[config.mk]
export PLATFORM = sky130hd
export DESIGN_NAME = rram_op_sequencer_flat
export DESIGN_NICKNAME = d
export VERILOG_FILES = /design/src/rtl/rram_op_sequencer_if.sv /design/src/rtl/rram_op_sequencer.sv /design/src/flat_wrapper.sv
export SDC_FILE = /design/constraint.sdc
export NUM_CORES = 1
export LEC_CHECK = 0
export BUFFER_PORTS_ARGS = -buffer_cell sky130_fd_sc_hd__buf_4
export CAP_MARGIN = 20
export CORE_ASPECT_RATIO = 0.8
export CORE_MARGIN = 10
export CORE_UTILIZATION = 50
export CTS_CLUSTER_DIAMETER = 150
export DETAILED_ROUTE_END_ITERATION = 12
export HOLD_SLACK_MARGIN = 0.06
export PLACE_DENSITY = 0.83
export SYNTH_ARGS = -nofsm -noshare
export SYNTH_HDL_FRONTEND = slang
export SYNTH_SLANG_ARGS = --single-unit
[constraint.sdc]
create_clock -name clk -period 3.3 [get_ports clk]
set_input_delay 0.165 -clock clk [delete_from_list [all_inputs] [get_ports clk]]
set_output_delay 0.165 -clock clk [all_outputs]
set_load 0.02 [all_outputs]
[src/rtl/rram_op_sequencer_if.sv]
// Wishbone classic slave bus bundle for the RRAM operation sequencer.
// Signal names keep the Wishbone-side direction affixes seen from the slave.
interface rram_op_sequencer_if;
    logic        wbs_cyc_i;
    logic        wbs_stb_i;
    logic        wbs_we_i;
    logic [31:0] wbs_adr_i;
    logic [31:0] wbs_dat_i;
    logic [31:0] wbs_dat_o;
    logic        wbs_ack_o;

    modport master (
        output wbs_cyc_i, wbs_stb_i, wbs_we_i, wbs_adr_i, wbs_dat_i,
        input  wbs_dat_o, wbs_ack_o
    );

    modport slave (
        input  wbs_cyc_i, wbs_stb_i, wbs_we_i, wbs_adr_i, wbs_dat_i,
        output wbs_dat_o, wbs_ack_o
    );
endinterface

[src/rtl/rram_op_sequencer.sv]
// Wishbone-controlled RRAM READ/SET/RESET/MAC phase sequencer with registered strobes.
// Optional write-verify retry loop is enabled by defining RRAM_SEQ_VERIFY_EN.
module rram_op_sequencer #(
    parameter int unsigned ADC_W   = 3,
    parameter int unsigned PRE_CYC = 4,
    parameter int unsigned ADC_CYC = 8
) (
    input  logic                clk,
    input  logic                rst_n,
    rram_op_sequencer_if.slave  wb,
    output logic [1:0]          wl_sel,
    output logic [1:0]          bl_sel,
    output logic [1:0]          sl_sel,
    output logic                wl_en,
    output logic                pre_en,
    output logic                csa_en,
    output logic                adc_smp,
    input  logic [ADC_W-1:0]    adc_in,
    output logic                busy,
    output logic                done_irq
);

    typedef enum logic [2:0] {
        StIdle, StSetup, StPulse, StPre, StSense, StConv, StCapt, StDone
    } state_e;

    localparam logic [1:0] OpSet   = 2'd1;
    localparam logic [1:0] OpReset = 2'd2;
    localparam logic [1:0] OpMac   = 2'd3;
    localparam logic [7:0] PreLoad = 8'(PRE_CYC - 1);
    localparam logic [7:0] AdcLoad = 8'(ADC_CYC);
`ifdef RRAM_SEQ_VERIFY_EN
    localparam int unsigned CtrlW = 12 + ADC_W;
`else
    localparam int unsigned CtrlW = 8;
`endif

    state_e             state_q, state_d;
    logic [7:0]         cnt_q, cnt_d;
    logic [ADC_W-1:0]   result_q, result_d;
    logic               err_q, err_d;
    logic [1:0]         op_q;
    logic [CtrlW-1:0]   ctrl_q;
    logic [7:0]         pulse_cyc_q, sense_cyc_q, pulse_lat_q, sense_lat_q;
    logic               ack_q;
    logic [31:0]        dat_q, rdata;
`ifdef RRAM_SEQ_VERIFY_EN
    logic [1:0]         retry_q, retry_d;
    logic [ADC_W-1:0]   target_q;
`endif

    logic       acc, ctrl_wr, tim_wr, start_wr, start_go, write_op;
    logic [1:0] reg_sel;
    logic [7:0] pulse_load, sense_load;
    logic [ADC_W:0]   sum;
    logic [ADC_W-1:0] mac_val;
    logic             unused_bits;

    // ack_q gating guarantees the acknowledge never stays high two cycles in a row
    assign acc      = wb.wbs_cyc_i & wb.wbs_stb_i & ~ack_q;
    assign reg_sel  = wb.wbs_adr_i[3:2];
    assign ctrl_wr  = acc & wb.wbs_we_i & (reg_sel == 2'd0);
    assign tim_wr   = acc & wb.wbs_we_i & (reg_sel == 2'd1);
    assign start_wr = ctrl_wr & wb.wbs_dat_i[8];
    assign start_go = start_wr & (state_q == StIdle);
    assign write_op = (op_q == OpSet) || (op_q == OpReset);

    assign pulse_load = (pulse_lat_q == 8'd0) ? 8'd0 : pulse_lat_q - 8'd1;
    assign sense_load = (sense_lat_q == 8'd0) ? 8'd0 : sense_lat_q - 8'd1;

    assign sum     = {1'b0, result_q} + {1'b0, adc_in};
    assign mac_val = sum[ADC_W] ? '1 : sum[ADC_W-1:0];

    assign unused_bits   = ^{wb.wbs_dat_i[31:16], wb.wbs_adr_i[31:4], wb.wbs_adr_i[1:0]};
    assign wb.wbs_ack_o  = ack_q;
    assign wb.wbs_dat_o  = dat_q;

    always_comb begin
        state_d  = state_q;
        cnt_d    = cnt_q;
        result_d = result_q;
        err_d    = err_q;
`ifdef RRAM_SEQ_VERIFY_EN
        retry_d  = retry_q;
`endif
        if (ctrl_wr) begin
            if (!wb.wbs_dat_i[8]) begin
                err_d = 1'b0;
            end else if (state_q != StIdle) begin
                err_d = 1'b1;
            end
        end
        unique case (state_q)
            StIdle: begin
                if (start_wr) begin
                    state_d = StSetup;
`ifdef RRAM_SEQ_VERIFY_EN
                    retry_d = 2'd0;
`endif
                end
            end
            StSetup: begin
                if (write_op) begin
                    state_d = StPulse;
                    cnt_d   = pulse_load;
                end else begin
                    state_d = StPre;
                    cnt_d   = PreLoad;
                end
            end
            StPulse: begin
                if (cnt_q == 8'd0) begin
`ifdef RRAM_SEQ_VERIFY_EN
                    state_d = StPre;
                    cnt_d   = PreLoad;
`else
                    state_d = StDone;
`endif
                end else begin
                    cnt_d = cnt_q - 8'd1;
                end
            end
            StPre: begin
                if (cnt_q == 8'd0) begin
                    state_d = StSense;
                    cnt_d   = sense_load;
                end else begin
                    cnt_d = cnt_q - 8'd1;
                end
            end
            StSense: begin
                if (cnt_q == 8'd0) begin
                    state_d = StConv;
                    cnt_d   = AdcLoad;
                end else begin
                    cnt_d = cnt_q - 8'd1;
                end
            end
            // one sample cycle followed by ADC_CYC wait cycles
            StConv: begin
                if (cnt_q == 8'd0) begin
                    state_d = StCapt;
                end else begin
                    cnt_d = cnt_q - 8'd1;
                end
            end
            StCapt: begin
                result_d = (op_q == OpMac) ? mac_val : adc_in;
                state_d  = StDone;
`ifdef RRAM_SEQ_VERIFY_EN
                if (write_op && (adc_in != target_q)) begin
                    if (retry_q != 2'd3) begin
                        retry_d = retry_q + 2'd1;
                        state_d = StPulse;
                        cnt_d   = pulse_load;
                    end else begin
                        err_d = 1'b1;
                    end
                end
`endif
            end
            StDone:  state_d = StIdle;
            default: state_d = StIdle;
        endcase
    end

    always_ff @(posedge clk or negedge rst_n) begin
        if (!rst_n) begin
            state_q  <= StIdle;
            cnt_q    <= '0;
            result_q <= '0;
            err_q    <= 1'b0;
`ifdef RRAM_SEQ_VERIFY_EN
            retry_q  <= '0;
`endif
        end else begin
            state_q  <= state_d;
            cnt_q    <= cnt_d;
            result_q <= result_d;
            err_q    <= err_d;
`ifdef RRAM_SEQ_VERIFY_EN
            retry_q  <= retry_d;
`endif
        end
    end

    always_comb begin
        rdata = '0;
        unique case (reg_sel)
            2'd0: rdata[CtrlW-1:0] = ctrl_q;
            2'd1: rdata[15:0] = {sense_cyc_q, pulse_cyc_q};
            2'd2: begin
                rdata[0]         = busy;
                rdata[1]         = err_q;
                rdata[ADC_W+7:8] = result_q;
            end
            default: rdata = '0;
        endcase
    end

    always_ff @(posedge clk or negedge rst_n) begin
        if (!rst_n) begin
            ack_q       <= 1'b0;
            dat_q       <= '0;
            ctrl_q      <= '0;
            op_q        <= '0;
            wl_sel      <= '0;
            bl_sel      <= '0;
            sl_sel      <= '0;
            pulse_cyc_q <= 8'd8;
            sense_cyc_q <= 8'd4;
            pulse_lat_q <= 8'd8;
            sense_lat_q <= 8'd4;
`ifdef RRAM_SEQ_VERIFY_EN
            target_q    <= '0;
`endif
        end else begin
            ack_q <= acc;
            dat_q <= acc ? rdata : 32'd0;
            if (ctrl_wr) begin
`ifdef RRAM_SEQ_VERIFY_EN
                ctrl_q <= {wb.wbs_dat_i[CtrlW-1:9], 1'b0, wb.wbs_dat_i[7:0]};
`else
                ctrl_q <= wb.wbs_dat_i[7:0];
`endif
            end
            if (tim_wr) begin
                pulse_cyc_q <= wb.wbs_dat_i[7:0];
                sense_cyc_q <= wb.wbs_dat_i[15:8];
            end
            // operation fields and timing are frozen for the whole operation
            if (start_go) begin
                op_q        <= wb.wbs_dat_i[1:0];
                wl_sel      <= wb.wbs_dat_i[3:2];
                bl_sel      <= wb.wbs_dat_i[5:4];
                sl_sel      <= wb.wbs_dat_i[7:6];
                pulse_lat_q <= pulse_cyc_q;
                sense_lat_q <= sense_cyc_q;
`ifdef RRAM_SEQ_VERIFY_EN
                target_q    <= wb.wbs_dat_i[11+ADC_W:12];
`endif
            end
        end
    end

    // strobes decoded from the next state so they line up with the state register
    always_ff @(posedge clk or negedge rst_n) begin
        if (!rst_n) begin
            wl_en    <= 1'b0;
            pre_en   <= 1'b0;
            csa_en   <= 1'b0;
            adc_smp  <= 1'b0;
            busy     <= 1'b0;
            done_irq <= 1'b0;
        end else begin
            wl_en    <= (state_d == StPulse) || (state_d == StSense);
            pre_en   <= (state_d == StPre);
            csa_en   <= (state_d == StSense);
            adc_smp  <= (state_d == StConv) && (state_q != StConv);
            busy     <= (state_d != StIdle);
            done_irq <= (state_d == StDone);
        end
    end

endmodule

[src/flat_wrapper.sv]
// flat-port wrapper written by rule: the top's interface ports become plain ports
module rram_op_sequencer_flat 
#(
    parameter int unsigned ADC_W   = 3,
    parameter int unsigned PRE_CYC = 4,
    parameter int unsigned ADC_CYC = 8
)
  (clk, rst_n, wl_sel, bl_sel, sl_sel, wl_en, pre_en, csa_en, adc_smp, adc_in, busy, done_irq, wb_wbs_cyc_i, wb_wbs_stb_i, wb_wbs_we_i, wb_wbs_adr_i, wb_wbs_dat_i, wb_wbs_dat_o, wb_wbs_ack_o);
  rram_op_sequencer_if wb_i ();
  input  logic clk;
  input  logic rst_n;
  output logic [1:0] wl_sel;
  output logic [1:0] bl_sel;
  output logic [1:0] sl_sel;
  output logic wl_en;
  output logic pre_en;
  output logic csa_en;
  output logic adc_smp;
  input  logic [ADC_W-1:0] adc_in;
  output logic busy;
  output logic done_irq;
  input wire logic [$bits(wb_i.wbs_cyc_i)-1:0] wb_wbs_cyc_i;
  input wire logic [$bits(wb_i.wbs_stb_i)-1:0] wb_wbs_stb_i;
  input wire logic [$bits(wb_i.wbs_we_i)-1:0] wb_wbs_we_i;
  input wire logic [$bits(wb_i.wbs_adr_i)-1:0] wb_wbs_adr_i;
  input wire logic [$bits(wb_i.wbs_dat_i)-1:0] wb_wbs_dat_i;
  output wire logic [$bits(wb_i.wbs_dat_o)-1:0] wb_wbs_dat_o;
  output wire logic [$bits(wb_i.wbs_ack_o)-1:0] wb_wbs_ack_o;
  assign wb_i.wbs_cyc_i = wb_wbs_cyc_i;
  assign wb_i.wbs_stb_i = wb_wbs_stb_i;
  assign wb_i.wbs_we_i = wb_wbs_we_i;
  assign wb_i.wbs_adr_i = wb_wbs_adr_i;
  assign wb_i.wbs_dat_i = wb_wbs_dat_i;
  assign wb_wbs_dat_o = wb_i.wbs_dat_o;
  assign wb_wbs_ack_o = wb_i.wbs_ack_o;
  rram_op_sequencer #(.ADC_W(ADC_W), .PRE_CYC(PRE_CYC), .ADC_CYC(ADC_CYC)) u_core (.clk(clk), .rst_n(rst_n), .wb(wb_i), .wl_sel(wl_sel), .bl_sel(bl_sel), .sl_sel(sl_sel), .wl_en(wl_en), .pre_en(pre_en), .csa_en(csa_en), .adc_smp(adc_smp), .adc_in(adc_in), .busy(busy), .done_irq(done_irq));
endmodule
## Word-level counts from Yosys, hierarchy flattened

Cells that the tools add are included.

| storage, ports and cells | value |
|---|---|
| register bits after elaboration | 102 |
| bits of input ports | 72 |
| output and inout port bits | 45 |
| word-level logic and storage cells | 90 |

| cells by class | value |
|---|---|
| add/subtract/negate cells | 4 |
| equality and inequality tests | 20 |
| multiplexer cells | 23 |
| bitwise gates (word level) | 8 |
| reduce and logical (&&, ||, !) cells | 14 |

Operators with widths:

| operator | count |
|---|---|
| 2-to-1 mux 8 bit | 6 |
| case mux 8 bit (4 select lines) | 1 |
| logical NOT 8 bit | 3 |
| case mux 3 bit (8 select lines) | 1 |
| subtractor 8 x 1 -> 8 bit (second input constant) | 3 |
| == test 3 bit (second input constant) | 7 |
| 2-to-1 mux 3 bit | 7 |
| 2-to-1 mux 16 bit | 1 |
| == test 3 x 2 -> 1 bit (second input constant) | 4 |
| case mux 6 bit (2 select lines) | 1 |
| AND 1 bit | 7 |
| == test 2 bit (second input constant) | 3 |
| case mux 2 bit (3 select lines) | 1 |
| case mux 3 bit (2 select lines) | 1 |
| nonzero test 3 bit | 2 |
| 2-to-1 mux 5 bit | 1 |
| adder 3 x 3 -> 4 bit | 1 |
| == test 2 x 1 -> 1 bit (second input constant) | 2 |
| AND reduction 2 bit | 2 |
| nonzero test 4 bit | 1 |
| == test 3 x 1 -> 1 bit (second input constant) | 1 |
| logical NOT 3 bit | 1 |
| 2-to-1 mux 1 bit | 3 |
| != test 3 bit (second input constant) | 1 |
| other kinds (7) | 8 |

## Logic depth before layout (Yosys ltp)

Gate-level depths: netlist (run 1).

| depth | value |
|---|---|
| depth after elaboration | 9 |
| gate-level depth with buffers | 8 |
| gate-level depth less buffers | 7 |

## Least setup slack after synthesis (run 1)

No wires, ideal clock.

| timing | value |
|---|---|
| path type | flip-flop to flip-flop |
| start | reg u_core.cnt_q[0] |
| end | reg u_core.cnt_q[6] |
| library setup time | 0.126 ns |
| arrival time | 1.754 ns |
| path slack | 1.420 ns |
| cell stages (with the launch flop) | 8 |
| period minus slack after synthesis | 1.880 ns |
| cell sequence | dfrtp_1 inv_1 ha_1 or3b_4 nor2_1 mux2i_1 a211oi_1 o32a_1 |

| between the ends | value |
|---|---|
| cells in the longest elaborated chain, start to end | 3 |
| elaborated cells between the ends (all ways) | 8 |
| those cells by class | 1 x add/sub; 1 x eq/ne; 4 x mux; 2 x reduce/logical |

RTL lines:

| item | RTL line | source |
|---|---|---|
| start, declared | rram_op_sequencer.sv:39 | `logic [7:0] cnt_q, cnt_d;` |
| start signal, assigned | rram_op_sequencer.sv:178 | `cnt_q <= cnt_d;` |
| subtractor 8 x 1 -> 8 bit or logical NOT 8 bit (tied branches) | -- |  |
| 2-to-1 mux 8 bit (tied with other cells) | rram_op_sequencer.sv:112, rram_op_sequencer.sv:141 |  |
| case mux 8 bit (4 select lines) or AND reduction 2 bit (tied branches) | -- |  |

Parallel ways exist; a longest one is shown, timed or not. The select of a mux whose other input is x is not followed.
A chain may end at the register's enable or synchronous reset.

## Final worst setup path (run 1)

| timing | value |
|---|---|
| start | reg u_core.cnt_q[0] |
| end | reg u_core.cnt_q[2] |

Same word-level chain as after synthesis.

==> impl.org, run 1 <==
** Outcome
- The flow ran to the end, and the final reports show no timing, DRC or antenna violations.

** Layout
- Fraction of layout instances using a drive strength above 1 :: 0.299
- In the final design database the tool counted 549 nets.
- The filler cells instantiated in the layout total 677.
- Layout overhead on the synthesized area :: 18.3%
- Count of inserted antenna diode cells :: 0

** Clock network
- In this run the post-CTS setup repair buffer count came out at 0.
- In this run the deepest clock path goes through 2 buffers.
- Buffers inserted during clock tree synthesis total 9.
- Clock-pin slew was measured on the worst setup and hold paths at 0.10 ns.
- The later pin in the worst-skew pair is clocked with a latency of 0.36 ns.
- CTS built an H-tree with a depth of 3.
- Number of sinks handled by clock tree synthesis :: 86
- After clock tree synthesis, the repair step resized 0 gates.
- CTS tree :: done
- Post-CTS Hold Fix Bufs :: 17
- Clock root buffer :: clkbuf_8

** STA
- The total count of hold-check failures in the final report was 0.
- For the final database, setup skew stands at 0.0144 ns.
- Total count of max-transition violations in the final report :: 0
- Counting I/O delays and the setup requirement, the final critical path takes 2.28 ns.
- Of the available clock period, the critical path in the final layout requires 0.692.
- Setup violations, final :: 0
- For this run, the top clock speed supported by timing is 438 MHz.
- For the pin with the worst max-slew slack, the measured transition is 0.770 ns.
- The worst path meets setup with 1.02 ns of slack.
- RSZ-0062 raised after global routing :: false
- The tightest hold path in the finished design has a slack of 0.0963 ns.
- In this run the tightest slew margin relative to its limit is 0.485.
- For the final routed database, the setup TNS stands at 0 ns.

** Logic synthesis
- The largest total area in the synthesized netlist belongs to dfrtp_1.
- The share of synthesized area in the top cell type comes to 0.464.
- By instance count, the leading cell after synthesis is dfrtp_1.
- For this run, the register share of the synthesized area comes to 0.487.
- Synthesis handed over a netlist of 394 instances.
- Sorting the synthesized cells by how often they occur yields 82 x dfrtp_1, 48 x mux2_2, 26 x nand2_1.
- Post-Syn Area per Cell :: 11.2 µm²
- Yosys printed 0 warnings.
- Number of synthesized flops with an enable pin :: 0
- After synthesis the netlist holds a flip-flop and latch count of 86.
- Area of the mapped netlist :: 4430 µm²
- Netlist cell types :: 65
- Most frequently used flop master after synthesis :: dfrtp_1
- In the post-synthesis netlist, the biggest area contributors are dfrtp_1 46%, mux2_2 12%, ha_1 3.7%, buf_4 2.9%, dfstp_2 2.4%.
- After synthesis, the share of flip-flops with an asynchronous set or reset is 1.00.

** Detailed routing
- The count of nets left with antenna violations once routing finished came out at 0.
- After the first detailed-routing iteration, the DRC count stood at 214.
- Overall via count from detail_route :: 3279
- Detailed-route wire length :: 10.4 mm
- DRC violation count after routing :: 0
- Post-DR wirelength/cell :: 17.9 µm
- Number of search-and-repair iterations in the first detailed-routing pass :: 7
- DR vias/cell :: 5.65

** Worst setup path
- Measured in cells, the most critical reg-to-reg path has a length of 7.
- Kind of critical path :: flip-flop to flip-flop
- For the worst setup path, the data required time is 3.51 ns.
- Along the worst path, the maximum fanout reaches 12.
- Register-to-Register Setup Slack :: 1.02 ns
- Crit. Startpoint :: u_core.cnt_q[0]
- Reg-to-Reg Start :: u_core.cnt_q[0]
- For the worst setup path, the data arrival time is 2.49 ns.
- Endpoint type of the worst setup path :: flip-flop
- The most critical setup path has its endpoint at u_core.cnt_q[2].
- The worst setup path is launched from a flip-flop.
- Critical R2R Capture :: u_core.cnt_q[2]

** Global routing
- Global route overflow :: 0
- The number of global-route vias before repair is 3323.
- Pin count of the biggest net entering global routing :: 87
- For this run, the total global-route usage over all layers was measured as 0.157.
- The initial antenna violation count is 0.
- The first global-routing pass estimated 17.2 mm of wire.

** Floorplan
- The die covers 13000 µm².
- I/O pin count :: 117
- Chip height :: 104 µm
- Horizontal die dimension :: 125 µm
- # rows :: 30
- After floorplanning, the core was sized to cover 8560 µm².
- Initial core utilization :: 0.517

** Pwr
- Leakage power summed over all cells :: 0.00254 µW
- For this design the ratio of total power to cell area is 676 nW/µm².
- Across the VDD grid, the largest voltage drop is 0.000311 V.
- Total power of the final layout :: 3540 µW

** Flow run
- # Max-Cap Violations :: 0

** Worst hold path
- Classification of the worst-slack hold path :: input port to flip-flop
- The worst hold path passes through 3 cells.

** Place
- Setup Slack @ Placement :: 1.01 ns
- The count of buffers added on input and output ports is 54.
- Routability-driven placement finished with a final weighted congestion of 0.872.
- Detailed placement ended at an HPWL of 7.29 mm.
worst min path at each step:
stage	start	end	slack [ns]
after global placement	wb_wbs_dat_i[15]	u_core.sense_cyc_q[7]	0.40
after floorplan	rst_n	u_core.adc_smp	-0.13
after global routing	adc_in[2]	u_core.result_q[2]	0.13
final	adc_in[2]	u_core.result_q[2]	0.1
after CTS	adc_in[2]	u_core.result_q[2]	0.09
after detailed placement	wb_wbs_dat_i[12]	u_core.sense_cyc_q[4]	0.40
placed cells by master, fill, tap and decap left out, types with 5 or more instances in the layout:
master / synthesis / routed
a21oi_1: 13 / 13
buf_4: 17 / 55
and3_1: 7 / 7
ha_1: 13 / 13
dfrtp_1: 82 / 82
nand2_1: 26 / 26
conb_1: 1 / 16
o21ai_0: 16 / 16
dlygate4sd3_1: 0 / 17
xnor2_1: 8 / 8
a22o_1: 7 / 7
nor3_1: 5 / 5
mux2_2: 48 / 48
inv_1: 16 / 16
nor2_1: 25 / 25
clkbuf_8: 0 / 9
critical path, stage by stage (launching register included):
cell and delay (ns):
dfrtp_1 0.43, inv_1 0.09, ha_1 0.20, nor3b_2 0.46, a31oi_1 0.18, o2bb2ai_2 0.48, or3_1 0.19, o311ai_1 0.09
through the flow:
step                      instances  utilization  cell area (µm²)
after floorplan                 409            -             4480
after global placement          546        0.566             4840
after detailed placement        546        0.566             4840
after CTS                       579        0.609             5210
after global routing            580        0.612             5240
final                           580        0.612             5240
logic make-up after synthesis:
logic type / Yosys count / share of synthesized area
compound gates: 82 / 0.133
buf+inv: 48 / 0.0585
other cells: 1 / 0.000847
mux: 51 / 0.129
xor+xnor: 12 / 0.0237
fa+ha+maj: 14 / 0.0413
simple gates: 100 / 0.127
flops: 86 / 0.487
power breakdown:
part	switching (µW)	internal, µW	total (µW)	leakage [µW]
combinational	707	577	1280	0.00133
clock	427	297	724	0.0000970
sequential	268	1260	1530	0.00111
registers in the layout, indices dropped and copies added, names as in the netlist:
name and cells:
u_core.err_q 1, u_core.busy 1, u_core.ctrl_q 8, u_core.sl_sel 2
u_core.pulse_cyc_q 8, u_core.cnt_q 8, u_core.wb.wbs_dat_o 16, u_core.csa_en 1
u_core.adc_smp 1, u_core.bl_sel 2, u_core.op_q 2, u_core.sense_lat_q 8
u_core.pre_en 1, u_core.done_irq 1, u_core.wb.wbs_ack_o 1, u_core.state_q 3
u_core.result_q 3, u_core.wl_sel 2, u_core.pulse_lat_q 8, u_core.sense_cyc_q 8
u_core.wl_en 1
per-layer routing:
layer | share of wire | vias to the layer above | global-route usage | wire length, µm
met5 | 0 | - | 0 | 0
met4 | 0.011 | 0 | 0.0402 | 112
met3 | 0.084 | 10 | 0.0606 | 875
met2 | 0.46 | 114 | 0.239 | 4730
met1 | 0.45 | 1623 | 0.205 | 4660
li1 | - | 1532 | - | -
final cells by class:
class,instances,area (µm²),area share
clock buffers,9,124,0.0236
clock inverters,7,72.6,0.0139
inverters,18,67.6,0.0129
multi-input cells,275,2070,0.395
flip-flops and latches,86,2160,0.412
well taps,112,140,0.0267
repair buffers,73,611,0.117
Power figures use the tool's default switching activity.
==> run 2, diff against run 1 <==
ABC_AREA = 1   (was default)
CORE_UTILIZATION = 48   (was 50)
clock period = 1.9 ns   (was 3.3 ns; I/O delays follow)
==> impl.org, run 2 <==
** Logic synthesis
- Of the post-synthesis cell area, the dominant cell type holds 0.455.
- Number of synthesized register bits :: 86
- Yosys synthesis warning count :: 0
- Synthesis handed over a netlist of 542 instances.
- Post-Syn Area per Cell :: 8.33 µm²
- Most frequently used flop master after synthesis :: dfrtp_1
- Area of the mapped netlist :: 4510 µm²
- Netlist cell types :: 40
- Proportion of synthesized chip area in sequential cells :: 0.478
- After synthesis, the share of flip-flops with an asynchronous set or reset is 1.00.
- Number of synthesized flops with an enable pin :: 0
- The largest total area in the synthesized netlist belongs to dfrtp_1.
- The commonest cells after synthesis are 119 x nand2_1, 82 x dfrtp_1, 69 x inv_1.
- Yosys instantiated no cell more often than nand2_1.
- After synthesis, the cell types taking the most area are dfrtp_1 45%, nand2_1 9.9%, inv_1 5.7%, nor2_1 4.9%, ha_1 3.6%.

** Worst setup path
- Family of cells with the greatest summed delay on the critical path :: simple AND/OR/NAND/NOR gates
- Most common cell type on the critical path :: nor2_1
- Ordered list of cells on the worst path :: inv_2 -> nand2_1 -> nor2_1 -> nand2_2 -> buf_4 -> nor2_1 -> a21oi_1
- Endpoint type of the worst setup path :: flip-flop
- STA classifies the critical path startpoint as a flip-flop.
- Critical-path top delay cell :: dfrtp_1
- Data required, critical path :: 2.12 ns
- Cell depth of the worst setup path :: 7
- Total buffers and inverters traversed by the critical path :: 2
- Crit. Startpoint :: u_core.state_q[2]
- Largest stage delay, worst path :: 0.49 ns
- R2R cell count :: 7
- Kind of critical path :: flip-flop to flip-flop
- Max Fanout on Critical Path :: 10
- Signal arrival time at the worst endpoint :: 1.99 ns
- In this run the critical register-to-register path is launched from u_core.state_q[2].

** Floorplan
- Die area :: 13700 µm²
- Initial core utilization :: 0.495
- I/O pin count :: 117
- The region available for standard cell placement spans 9110 µm².
- Chip height :: 107 µm
- The floorplan has 31 rows.
- The floorplan step set the die width to 128 µm.

** Global routing
- GRT Overall Usage :: 0.164
- The initial antenna violation count is 0.
- Global route overflow :: 0
- Pin count of the biggest net entering global routing :: 46
- The number of global-route vias before repair was 3834.
- First-pass GRT wire length :: 18.2 mm

** Detailed routing
- Number of search-and-repair iterations in the first detailed-routing pass :: 4
- DR vias/cell :: 5.03
- Post-DR wirelength/cell :: 14.6 µm
- Count of routing violations after the opening detailed-route iteration :: 245
- Overall via count from detail_route :: 3752
- DRC violation count after routing :: 0
- Count of antenna-violating nets left after detailed routing :: 0
- Detailed-route wire length :: 10.9 mm

** Pwr
- Worst ir drop on vdd :: 0.000975 V
- The internal portion of the total power is 4280 µW.
- In this run the power spent charging and discharging nets is 2720 µW.
- Leakage power summed over all cells :: 0.00292 µW
- In this run the power density over the cells is 1270 nW/µm².
- Of the total power, the clock network draws 0.254.
- Switching power as a share of total power :: 0.388
- Reg power frac :: 0.365
- Of the total power, combinational logic draws 0.381.

** Layout
- 0 antenna diodes ended up in the layout.
- Relative to the synthesized area, the layout overhead comes to 21.8%.
- The library cell used most frequently in the layout, excluding fill and tap cells, is nand2_1.
- The filler cells instantiated in the layout total 790.
- Fraction of layout instances using a drive strength above 1 :: 0.206
- After routing the design area is 5500 µm².
- The register with the most flip-flops in the layout has 16 of them.
- The finished layout holds 746 standard cells, fillers aside.
- At the end of the flow, the number of nets in the layout was 712.
- Most frequent cells in the layout :: 119 x nand2_1, 82 x dfrtp_1, 70 x buf_4
- At the end of the flow the core is filled with cells to 0.603.

** Clock network
- Clock latency on the worst-skew pair, taken at its later pin, is 0.34 ns.
- TritonCTS built the clock tree.
- CTS placed an instance of clkbuf_16 at the clock tree root.
- H-tree Lvls :: 3
- The tree built by TritonCTS fans out to 86 sinks.
- Counting along the longest clock path gives a buffer depth of 2.
- In this run, CTS created clock tree buffers numbering 9.
- Clock-pin slew on the worst setup and hold paths :: 0.06 ns

** STA
- Derived from the worst setup path, the maximum achievable clock frequency is 566 MHz.
- Setup violations, final :: 0
- At the pin with the least slew margin, the transition time is 0.543 ns.
- The max-slew violation count was 0.
- Clock period minus worst slack :: 1.77 ns
- Part of the cycle the worst path needs :: 0.930
- Worst-case headroom to the max-slew limit :: 0.638
- The clock arrives with 0.00784 ns of skew.
- The total count of hold-check failures in the final report came to 0.
- Worst Slack Setup Final :: 0.132 ns

** Place
- Timing analysis after detailed placement gives a worst setup slack of 0.132 ns.
- Placed Instance Area :: 5040 µm²
- Final GP Congestion :: 0.866
- Summed over all nets, the half-perimeter wirelength after detailed placement is 8.17 mm.
- Placed Cells incl. Taps :: 716
- The count of buffers added on input and output ports is 54.

** Worst hold path
- The worst hold path passes through 3 cells.
- The path class of the tightest hold or removal check is input port to flip-flop.
- The worst hold path begins at wb_wbs_dat_i[0].

** Flow run
- Across the run, the number of max-cap violations was 0.

** Outcome
- The flow ran to the end, and the final reports show no timing, DRC or antenna violations.
==> run 2: worst min-delay path, delay by kind of cell <==
kind / cells / cell delay, ns
buf+inv: 2 / 0.14
compound gates: 1 / 0.13
==> run 2: path summary, 6_finish.rpt <==
kind / slack, ns / to
setup / recovery: 0.13 / u_core.sense_lat_q[1]
hold / removal: 0.07 / u_core.op_q[0]
setup reg to reg: 0.13 / u_core.sense_lat_q[1]
hold reg to reg: 0.49 / u_core.ctrl_q[5]
max in group asynchronous: 1.01 / u_core.csa_en
min in group asynchronous: 0.28 / u_core.wb.wbs_dat_o[3]
==> run 2: repair_timing <==
action	CTS	global route
endpoints found under the hold margin	55	0
buffers inserted	0	0
hold buffers	14	0
resized for setup	0	5
endpoints found under the setup margin	0	11
==> run 2: cell type report <==
class	count	area [µm²]	area share
inverter	78	297	0.0539
clock buffer	11	243	0.0441
tap	115	144	0.0262
timing repair buffer	84	666	0.121
sequential	86	2160	0.392
multi-input combinational	367	1930	0.352
clock inverter	5	58.8	0.0107
==> run 2: cells by family (layout without fill, tap and decap cells) <==
logic type	Yosys count	after routing	share of synthesized area
adder cells (fa/ha/maj)	14	14	0.0405
buffers and inverters	104	178	0.110
AND/OR/NAND/NOR	236	236	0.233
multiplexers	4	4	0.0116
XOR/XNOR	9	9	0.0191
flip-flops	86	86	0.478
other	1	16	0.000831
AO/OA/AOI/OAI	88	88	0.107
==> run 2: per-stage QoR <==
| step | total power, µW | hold slack, ns | TNS, ns |
|---|---|---|---|
| after global routing | 7560 | 0.0709 | -0.00520 |
| final | 7000 | 0.0692 | 0 |
| after detailed placement | 5160 | 0.119 | 0 |
| after global placement | 5090 | 0.113 | 0 |
| after CTS | 7000 | 0.0608 | 0 |
| after floorplan | 4400 | -0.201 | 0 |
==> run 2: routing by layer <==
metal  wire length [µm]  GRT usage  vias up
met5                  0          0        -
met4                134     0.0554        0
met3               1040     0.0615       13
met2               4860      0.250      115
met1               4900      0.210     1770
li1                   -          -     1854
==> run 2: power groups by stage <==
stage	registers [µW]	logic, µW	clock network, µW
floorplan	2570	1820	0
global placement	2550	2540	0
detailed placement	2570	2600	0
CTS	2540	2640	1810
global route	2610	3060	1890
finish	2560	2670	1780
==> run 3, diff against run 2 <==
ABC_AREA = default   (was 1)
PLACE_DENSITY = 0.84   (was 0.83)
==> impl.org, run 3 (synthesis results as in run 1) <==
** Pwr
- P_sw :: 2840 µW
- Of the total power, the share spent switching nets is 0.365.
- Leakage power summed over all cells :: 0.00289 µW
- Combinational fraction of design power :: 0.424
- Power per Cell Area :: 1310 nW/µm²
- Across the VDD grid, the largest voltage drop is 0.000638 V.
- The internal power of the cells totals 4940 µW.
- Reg power frac :: 0.330
- Of the total power, the clock network draws 0.246.

** Clock network
- CTS tree :: done
- Number of sinks handled by clock tree synthesis :: 86
- Clock root buffer :: clkbuf_16
- The clock reaches the later pin of the worst-skew pair after 0.34 ns.
- Buffers from clock root to sink, at most :: 2
- The clock tree synthesis step divided the H-tree into 3 levels.
- Counting the buffers created by CTS gives 9.
- After clock tree synthesis, the clock-pin slew on the worst setup and hold paths is 0.07 ns.

** Detailed routing
- In the routed layout, each cell is associated on average with a via count of 5.75.
- The detailed router placed 3648 vias in this run.
- Count of antenna-violating nets left after detailed routing :: 0
- Post-DR wirelength/cell :: 19.6 µm
- The first detailed-routing pass took 4 iterations.
- After detailed routing, the number of remaining DRC violations is 0.
- Detailed-route wire length :: 12.4 mm
- Count of routing violations after the opening detailed-route iteration :: 265

** Floorplan
- # rows :: 31
- The floorplan step defined a die boundary enclosing 13500 µm².
- For this design the top-level I/O count stands at 117.
- Initial core utilization :: 0.490
- The floorplan step defined a core boundary enclosing 9040 µm².
- Chip height :: 106 µm
- Horizontal die dimension :: 127 µm

** Worst setup path
- Critical R2R Capture :: u_core.cnt_q[6]
- Endpoint type of the worst setup path :: flip-flop
- The setup check on the worst reg-to-reg path leaves a slack of -0.09 ns.
- Signal arrival time at the worst endpoint :: 2.21 ns
- Destination of the critical timing path :: u_core.cnt_q[6]
- Max Fanout on Critical Path :: 4
- Counting cells, the worst reg-to-reg path comes to 7.
- Crit. Startpoint :: u_core.cnt_q[0]
- Kind of critical path :: flip-flop to flip-flop
- The startpoint identified for the worst register-to-register timing path is u_core.cnt_q[0].
- Data required, critical path :: 2.13 ns
- The worst setup path is launched from a flip-flop.

** STA
- The max-slew violation count was 0.
- Final hold analysis gives a worst-case slack of 0.107 ns.
- Worst Slack Setup Final :: -0.0852 ns
- Clock period minus worst slack :: 1.99 ns
- Part of the cycle the worst path needs :: 1.04
- Peak clock frequency supported by timing :: 504 MHz
- For the final database, setup skew stands at 0.00490 ns.
- Setup repair after global routing could not meet its margin everywhere.
- Setup violations, final :: 5
- The total count of hold-check failures in the final report was 0.

** Global routing
- Number of global-route vias before repair :: 3861
- The initial antenna violation count is 0.
- For this run, the total global-route usage over all layers was measured as 0.175.
- Pin count of the biggest net entering global routing :: 54
- The total overflow left after global routing is 0.
- The first global-routing pass estimated 19.5 mm of wire.

** Layout
- Flip-flop count of the largest register after layout :: 16
- Measured on the finished design, the core utilization comes to 0.659.
- Compared with the post-synthesis result, the final layout area differs by 34.6%.
- Area of combinational cells with multiple inputs :: 2240 µm²
- The filler cells instantiated in the layout total 649.
- Most frequent cells in the layout :: 99 x buf_4, 81 x dfrtp_1, 48 x mux2_2
- Most common library cell in the layout ignoring fill and taps :: buf_4
- The number of antenna diodes in the final layout is 0.
- Across the whole layout, storage elements account for 2160 µm².
- For this run, the post-layout net count is 600.
- Fraction of layout instances using a drive strength above 1 :: 0.418

** Flow run
- Across the run, the number of max-cap violations was 0.

** Place
- The HPWL after detailed placement is 8.39 mm.
- Number of I/O port buffers :: 54
- Final GP Congestion :: 0.942

** Worst hold path
- The tightest min-delay check is of the input port to flip-flop type.

** Outcome
- The checks that failed: setup timing.
- Run status :: complete, but fails checks
run 3: changes by cell type in the layout (fill, tap and decap cells not counted), moves of 17 or more:
cell,previous run,this run
nand2_1,119,24
inv_1,69,13
mux2_2,2,48
nor2_1,58,23
buf_4,70,99
nand3_1,25,3
a21oi_1,27,10
run 3: timing repair:
action | 4_1_cts | 5_1_grt
hold buffers | 18 | 0
pin swaps | 8 | 13
gates cloned | 0 | 0
hold endpoints to repair | 67 | 0
buffers inserted | 2 | 3
endpoints found under the setup margin | 9 | 18
gates resized for setup | 17 | 27
run 3: per-layer routing:
| layer | wire, µm | vias up | GRT usage | part of all wire |
|---|---|---|---|---|
| li1 | - | 1636 | - | - |
| met1 | 5030 | 1812 | 0.218 | 0.40 |
| met2 | 5960 | 170 | 0.283 | 0.48 |
| met3 | 1100 | 30 | 0.0626 | 0.089 |
| met4 | 331 | 0 | 0.0446 | 0.027 |
| met5 | 0 | - | 0 | 0 |
run 3: through the flow:
step / setup WS [ns] / TNS, ns / cells / instance area (µm²) / power, µW
2_1_floorplan: 0.0198 / 0 / 409 / 4480 / 4270
3_3_place_gp: -0.0461 / -0.124 / 595 / 5230 / 5250
3_5_place_dp: -0.134 / -0.657 / 595 / 5230 / 5350
4_1_cts: -0.0349 / -0.0465 / 631 / 5830 / 7490
5_1_grt: -0.193 / -0.610 / 634 / 5960 / 8210
6_report: -0.0852 / -0.145 / 634 / 5960 / 7780
run 3: cell type report:
cell class              instances  area share
clock buffers                  10      0.0384
well taps                     115      0.0242
clock inverters                 6      0.0158
flip-flops and latches         86       0.362
repair buffers                124       0.173
inverters                      18      0.0113
multi-input cells             275       0.375
run 3: power by group through the flow:
stage,clock [µW],combinational (µW),sequential [µW]
floorplan,0,1750,2520
CTS,1940,3000,2540
finish,1920,3300,2570
detailed placement,0,2780,2560
global placement,0,2720,2530
global route,2030,3580,2610
run 3: worst min path at each step:
stage / start / end / cells past startpoint
2_1_floorplan: rst_n / u_core.adc_smp / 0
3_3_place_gp: rst_n / u_core.wb.wbs_ack_o / 1
3_5_place_dp: rst_n / u_core.wb.wbs_ack_o / 1
4_1_cts: wb_wbs_stb_i / u_core.wb.wbs_dat_o[0] / 3
5_1_grt: wb_wbs_adr_i[3] / u_core.wb.wbs_dat_o[0] / 3
6_report: adc_in[1] / u_core.result_q[1] / 3
run 3: critical path, cell delays in order (launching register included):
cell and delay [ns]:
dfrtp_1 0.40, inv_2 0.10, ha_4 0.15, or3b_4 0.44
nor2_4 0.16, mux2i_2 0.23, a211oi_2 0.09, o32a_1 0.29
